==> config.mk <==
export PLATFORM = sky130hd
export DESIGN_NAME = ext_pipe_unit
export DESIGN_NICKNAME = d
export VERILOG_FILES = /design/src/rtl/ext_pkg.sv /design/src/rtl/ext_core.sv /design/src/rtl/ext_pipe_unit.sv
export SDC_FILE = /design/constraint.sdc
export NUM_CORES = 1
export LEC_CHECK = 0
export BUFFER_PORTS_ARGS = -buffer_cell sky130_fd_sc_hd__buf_2
export CAP_MARGIN = 0
export CORE_ASPECT_RATIO = 0.6
export CORE_MARGIN = 2
export CORE_UTILIZATION = 50
export DETAILED_ROUTE_END_ITERATION = 16
export PLACE_DENSITY_LB_ADDON = 0.3
export SETUP_SLACK_MARGIN = 0.4
export SYNTH_ARGS = -nofsm -noshare
export SYNTH_HDL_FRONTEND = slang
export SYNTH_SLANG_ARGS = --single-unit
==> constraint.sdc <==
create_clock -name clk -period 9.7 [get_ports clk]
set_input_delay 2.91 -clock clk [delete_from_list [all_inputs] [get_ports clk]]
set_output_delay 2.91 -clock clk [all_outputs]
set_load 0.02 [all_outputs]
==> src/rtl/ext_pkg.sv <==
// Shared mode encodings and helpers for the registered immediate/load extender.
package ext_pkg;

  typedef enum logic [2:0] {
    EXT_SIGN = 3'b000,
    EXT_ZERO = 3'b001,
    EXT_LUI  = 3'b010,
    EXT_LB   = 3'b011,
    EXT_LBU  = 3'b100,
    EXT_LH   = 3'b101,
    EXT_LHU  = 3'b110,
    EXT_LW   = 3'b111
  } extMode_t;

  function automatic int clog2(input int value);
    int r;
    int v;
    r = 0;
    v = value - 1;
    while (v > 0) begin
      r++;
      v = v >> 1;
    end
    return r;
  endfunction

endpackage

==> src/rtl/ext_core.sv <==
// Combinational mode/lane extension of an immediate or loaded word.
module ext_core
  import ext_pkg::*;
#(
  parameter int IN_W  = 16,
  parameter int OUT_W = 32,
  parameter int OFF_W = 2
) (
  input  logic [2:0]       mode,
  input  logic [IN_W-1:0]  imm,
  input  logic [OUT_W-1:0] word,
  input  logic [OFF_W-1:0] off,
  output logic [OUT_W-1:0] data
);

  function automatic logic [OUT_W-1:0] sextImm(input logic signed [IN_W-1:0] v);
    return OUT_W'(v);
  endfunction

  function automatic logic [OUT_W-1:0] sextByte(input logic signed [7:0] v);
    return OUT_W'(v);
  endfunction

  function automatic logic [OUT_W-1:0] sextHalf(input logic signed [15:0] v);
    return OUT_W'(v);
  endfunction

  logic [7:0]  laneByte;
  logic [15:0] laneHalf;

  // Halfword lane ignores the low offset bit, so odd offsets round down.
  assign laneByte = word[8*int'(off) +: 8];
  assign laneHalf = word[16*int'(off >> 1) +: 16];

  always_comb begin
    data = '0;
    case (mode)
      EXT_SIGN: data = sextImm(imm);
      EXT_ZERO: data = OUT_W'(imm);
      EXT_LUI:  data = {imm, {(OUT_W-IN_W){1'b0}}};
      EXT_LB:   data = sextByte(laneByte);
      EXT_LBU:  data = OUT_W'(laneByte);
      EXT_LH:   data = sextHalf(laneHalf);
      EXT_LHU:  data = OUT_W'(laneHalf);
      EXT_LW:   data = word;
      default:  data = '0;
    endcase
  end

endmodule

==> src/rtl/ext_pipe_unit.sv <==
// Registered extender with valid/ready handshake and one-entry skid buffer.
// Define EXT_MISALIGN_EN to flag odd-offset halfword loads on out_err.
module ext_pipe_unit
  import ext_pkg::*;
#(
  parameter int IN_W  = 16,
  parameter int OUT_W = 32,
  parameter int TAG_W = 5
) (
  input  logic                          clk,
  input  logic                          rst_n,
  input  logic                          in_valid,
  output logic                          in_ready,
  input  logic [2:0]                    in_mode,
  input  logic [IN_W-1:0]               in_imm,
  input  logic [OUT_W-1:0]              in_word,
  input  logic [clog2(OUT_W/8)-1:0]     in_off,
  input  logic [TAG_W-1:0]              in_tag,
  output logic                          out_valid,
  input  logic                          out_ready,
  output logic [OUT_W-1:0]              out_data,
  output logic [TAG_W-1:0]              out_tag,
  output logic                          out_err
);

  localparam int OFF_W = clog2(OUT_W / 8);

  logic [OUT_W-1:0] extData_p0;
  logic             vld_p1;
  logic [OUT_W-1:0] data_p1;
  logic [TAG_W-1:0] tag_p1;
  logic             skidVld;
  logic [OUT_W-1:0] skidData;
  logic [TAG_W-1:0] skidTag;
  logic             accept;
  logic             advance;

  // Stage p0: combinational extension at the input
  ext_core #(
    .IN_W  (IN_W),
    .OUT_W (OUT_W),
    .OFF_W (OFF_W)
  ) uCore (
    .mode (in_mode),
    .imm  (in_imm),
    .word (in_word),
    .off  (in_off),
    .data (extData_p0)
  );

  assign in_ready = rst_n && !skidVld;
  assign accept   = in_valid && in_ready;
  assign advance  = !vld_p1 || out_ready;

  // Stage p1: output register, refilled from skid first to keep order
  always_ff @(posedge clk) begin
    if (!rst_n) begin
      vld_p1  <= 1'b0;
      data_p1 <= '0;
      tag_p1  <= '0;
      skidVld <= 1'b0;
    end else if (advance) begin
      if (skidVld) begin
        vld_p1  <= 1'b1;
        data_p1 <= skidData;
        tag_p1  <= skidTag;
        skidVld <= 1'b0;
      end else if (accept) begin
        vld_p1  <= 1'b1;
        data_p1 <= extData_p0;
        tag_p1  <= in_tag;
      end else begin
        vld_p1  <= 1'b0;
      end
    end else if (accept) begin
      skidVld <= 1'b1;
    end
  end

  always_ff @(posedge clk) begin
    if (!advance && accept) begin
      skidData <= extData_p0;
      skidTag  <= in_tag;
    end
  end

`ifdef EXT_MISALIGN_EN
  logic err_p0;
  logic err_p1;
  logic skidErr;

  assign err_p0 = ((in_mode == EXT_LH) || (in_mode == EXT_LHU)) && in_off[0];

  always_ff @(posedge clk) begin
    if (!rst_n) begin
      err_p1 <= 1'b0;
    end else if (advance) begin
      if (skidVld) begin
        err_p1 <= skidErr;
      end else if (accept) begin
        err_p1 <= err_p0;
      end
    end
  end

  always_ff @(posedge clk) begin
    if (!advance && accept) begin
      skidErr <= err_p0;
    end
  end

  assign out_err = err_p1;
`else
  assign out_err = 1'b0;
`endif

  assign out_valid = vld_p1;
  assign out_data  = data_p1;
  assign out_tag   = tag_p1;

endmodule

==> impl_summary.txt <==
----------------------------------------------------
[Run status]
  Status ... finished clean

[Critical path]
  Required arrival time at the worst endpoint ... 6790 ps
  Crit. End Element ... output pin
  Critical path class ... in2out
  Peak fanout along the critical path ... 47
  Arrival time at the worst endpoint ... 3970 ps
  Startpoint class of the critical path ... input pin

[Global route]
  Overflow left after global routing ... 0
  Pin count of the biggest net entering global routing ... 50
  Overall fraction of global-route tracks in use ... 26.7%
  Number of antenna violations at the first check in global routing ... 0
  Via count of the first global-routing pass ... 3423
  Global-route wire length before repair ... 18.3 mm

[Pwr]
  Total Power ... 0.852 mW
  Worst vdd ir ... 0.000107 V
  Leakage power of the design ... 2.06 nW
  Power per cell area ... 172 nW/um2

[Floorplanning]
  Die extent in y ... 74.5 um
  Die area ... 9050 um2
  Floorplan Core Area ... 7950 um2
  I/O pin total ... 102
  Starting utilization of the core area ... 52.1%
  Horiz. Die Dim ... 121 um
  Row count ... 25

[Clocking]
  Register clock-pin slew on the reported worst setup and hold paths ... 60 ps
  Total clock sinks ... 76
  H-tree lvl count ... 3
  Num CTS Buffers ... 9
  Worst skew pair latency ... 330 ps
  Number of gates given a new drive strength after cts ... 0
  Root Buffer ... sky130_fd_sc_hd__clkbuf_16
  TritonCTS clock tree ... built
  Max Root-Sink Buffers ... 2
  Hold buffer count at cts ... 0
  Post-CTS setup buffers ... 0

[Route]
  Vias per Instance ... 6.28
  WL final ... 12.1 mm
  Initial DRT Pass Iterations ... 6
  Number of design rule violations left after detail routing ... 0
  Remaining number of nets flagged by the antenna check after routing ... 0
  Total number of vias ... 3908
  Average wire length per cell after detail routing ... 19.4 um
  First DRT Iteration DRCs ... 421

[Synthesis]
  Flip-flop and latch count after synthesis ... 76
  Top FF cell, synth ... sky130_fd_sc_hd__dfxtp_1
  Count of unique library cells instantiated by Yosys ... 54
  Average footprint of a synthesized cell ... 9.58 um2
  Synth async-reset ratio ... 0%
  Number of flops mapped to enable cells by yosys ... 37
  Net count after synthesis ... 494
  Syn. warnings ... 0
  Netlist area before placement ... 4140 um2
  Post-Synthesis Cells ... 432
  Sequential area share after synthesis ... 45.7%

[STA]
  Number of hold violations in the final report ... 0
  Actual slew at the worst max-slew pin ... 1040 ps
  Fin worst setup slack ... 2820 ps
  Post-route clock skew ... 5.11 ps
  Tightest hold margin ... 493 ps
  Final-report setup violation count ... 0
  Worst-case headroom to the max-slew limit ... 30.3%
  Pins over their slew limit ... 0
  Unrepaired setup endpoints after global routing ... false
  Fmax achieved ... 145 MHz
  Final min period ... 6880 ps
  Final TNS setup ... 0 ps
  Period utilization ... 70.9%

[Cells and area]
  Post-route cell area ... 4960 um2
  Final core utilization ... 62.5%
  Layout cell share with drive strength beyond 1 ... 27.2%
  Highest-count cells in the layout ignoring fill and taps ... sky130_fd_sc_hd__buf_2 (100), sky130_fd_sc_hd__nand2_1 (79), sky130_fd_sc_hd__dfxtp_1 (39)
  Inserted Diodes ... 0
  Number of standard cells in the layout, taps in and fillers out ... 622
  Area growth from synthesis to final layout ... 19.9%
  Most frequent standard cell in the layout excluding fill and tap cells ... sky130_fd_sc_hd__buf_2
  Post-layout nets ... 571

[Hold path]
  Hold Path Class ... reg2reg

[Place]
  Total of buffers placed on input and output ports ... 100
  Cell area after placement ... 4650 um2
  Placed cell count ... 606
  Half-perimeter wire length after detailed placement ... 8.27 mm
  Worst slack at placement ... 2830 ps
  Placer congestion estimate ... 0.970

[Flow run]
  Max-cap violations ... 0

----------------------------------------------------
[state kept, by name (all words and copies together) (netlist names)]
register / flops
out_tag: 5
out_valid: 1
out_data: 32
skidData: 32
skidTag: 5
skidVld: 1
[final timing paths]
check	from	endpoint	slack, ps	cells past startpoint
setup reg to reg	skidVld	out_data[30]	6720	5
hold / removal	out_tag[3]	out_tag[3]	490	1
setup / recovery	rst_n	in_ready	2820	3
hold reg to reg	out_tag[3]	out_tag[3]	490	1
[per-layer routing]
| metal | share of wire [%] | up-vias | track usage (%) |
|---|---|---|---|
| li1 | - | 1797 | - |
| met1 | 43 | 1850 | 39.9 |
| met2 | 43 | 243 | 39.5 |
| met3 | 13 | 18 | 6.37 |
| met4 | 1.1 | 0 | 6.26 |
| met5 | 0 | - | 0 |
[area by class of cell]
type                       count  area (um2)
fill                         686        2980
timing repair buffer         103         523
tap                          108         135
inverter                       4        15.0
clock buffer                  10         239
multi-input combinational    315        2090
sequential                    76        1890
clock inverter                 6        71.3
[where the power goes]
part	switching (mW)	total, mW	internal (mW)
clock	0.134	0.342	0.208
sequential	0.00792	0.363	0.355
combinational	0.0926	0.148	0.0551
total	0.234	0.852	0.618
[cell families (layout without fill, tap and decap cells)]
group | count (synthesis) | count (layout) | share of synthesized area [%]
other | 1 | 1 | 0.0906
and+or+nand+nor | 162 | 162 | 19.2
muxes | 21 | 21 | 8.16
DFF | 76 | 76 | 45.7
xor gates and xnor gates | 1 | 1 | 0.212
AOI/OAI and AO/OA | 129 | 129 | 22.1
adders and majority gates | 1 | 1 | 0.272
buffers and inverters | 41 | 123 | 4.26
[synthesized netlist by cell type, drive strengths merged (6+ instances only)]
cell    count  area share, %
mux2        7            1.9
o211ai     29            5.3
mux4        8            4.8
mux2i       6            1.5
nor2       18            1.7
a222oi      9            2.2
a21oi      29            3.5
o21ai      20            2.4
nand2      80            7.3
and2        6           0.94
edfxtp     37             27
clkbuf     23            2.1
nand2b      7            1.1
dfxtp      39             19
buf        14            1.8
or3        25            3.8
a22o       10            2.1
[worst max-delay path, cell delays in order]
cell	delay (ps)
sky130_fd_sc_hd__buf_2	660
sky130_fd_sc_hd__nor2b_1	210
sky130_fd_sc_hd__buf_2	170
No activity file was read; power rests on OpenSTA's default activity.
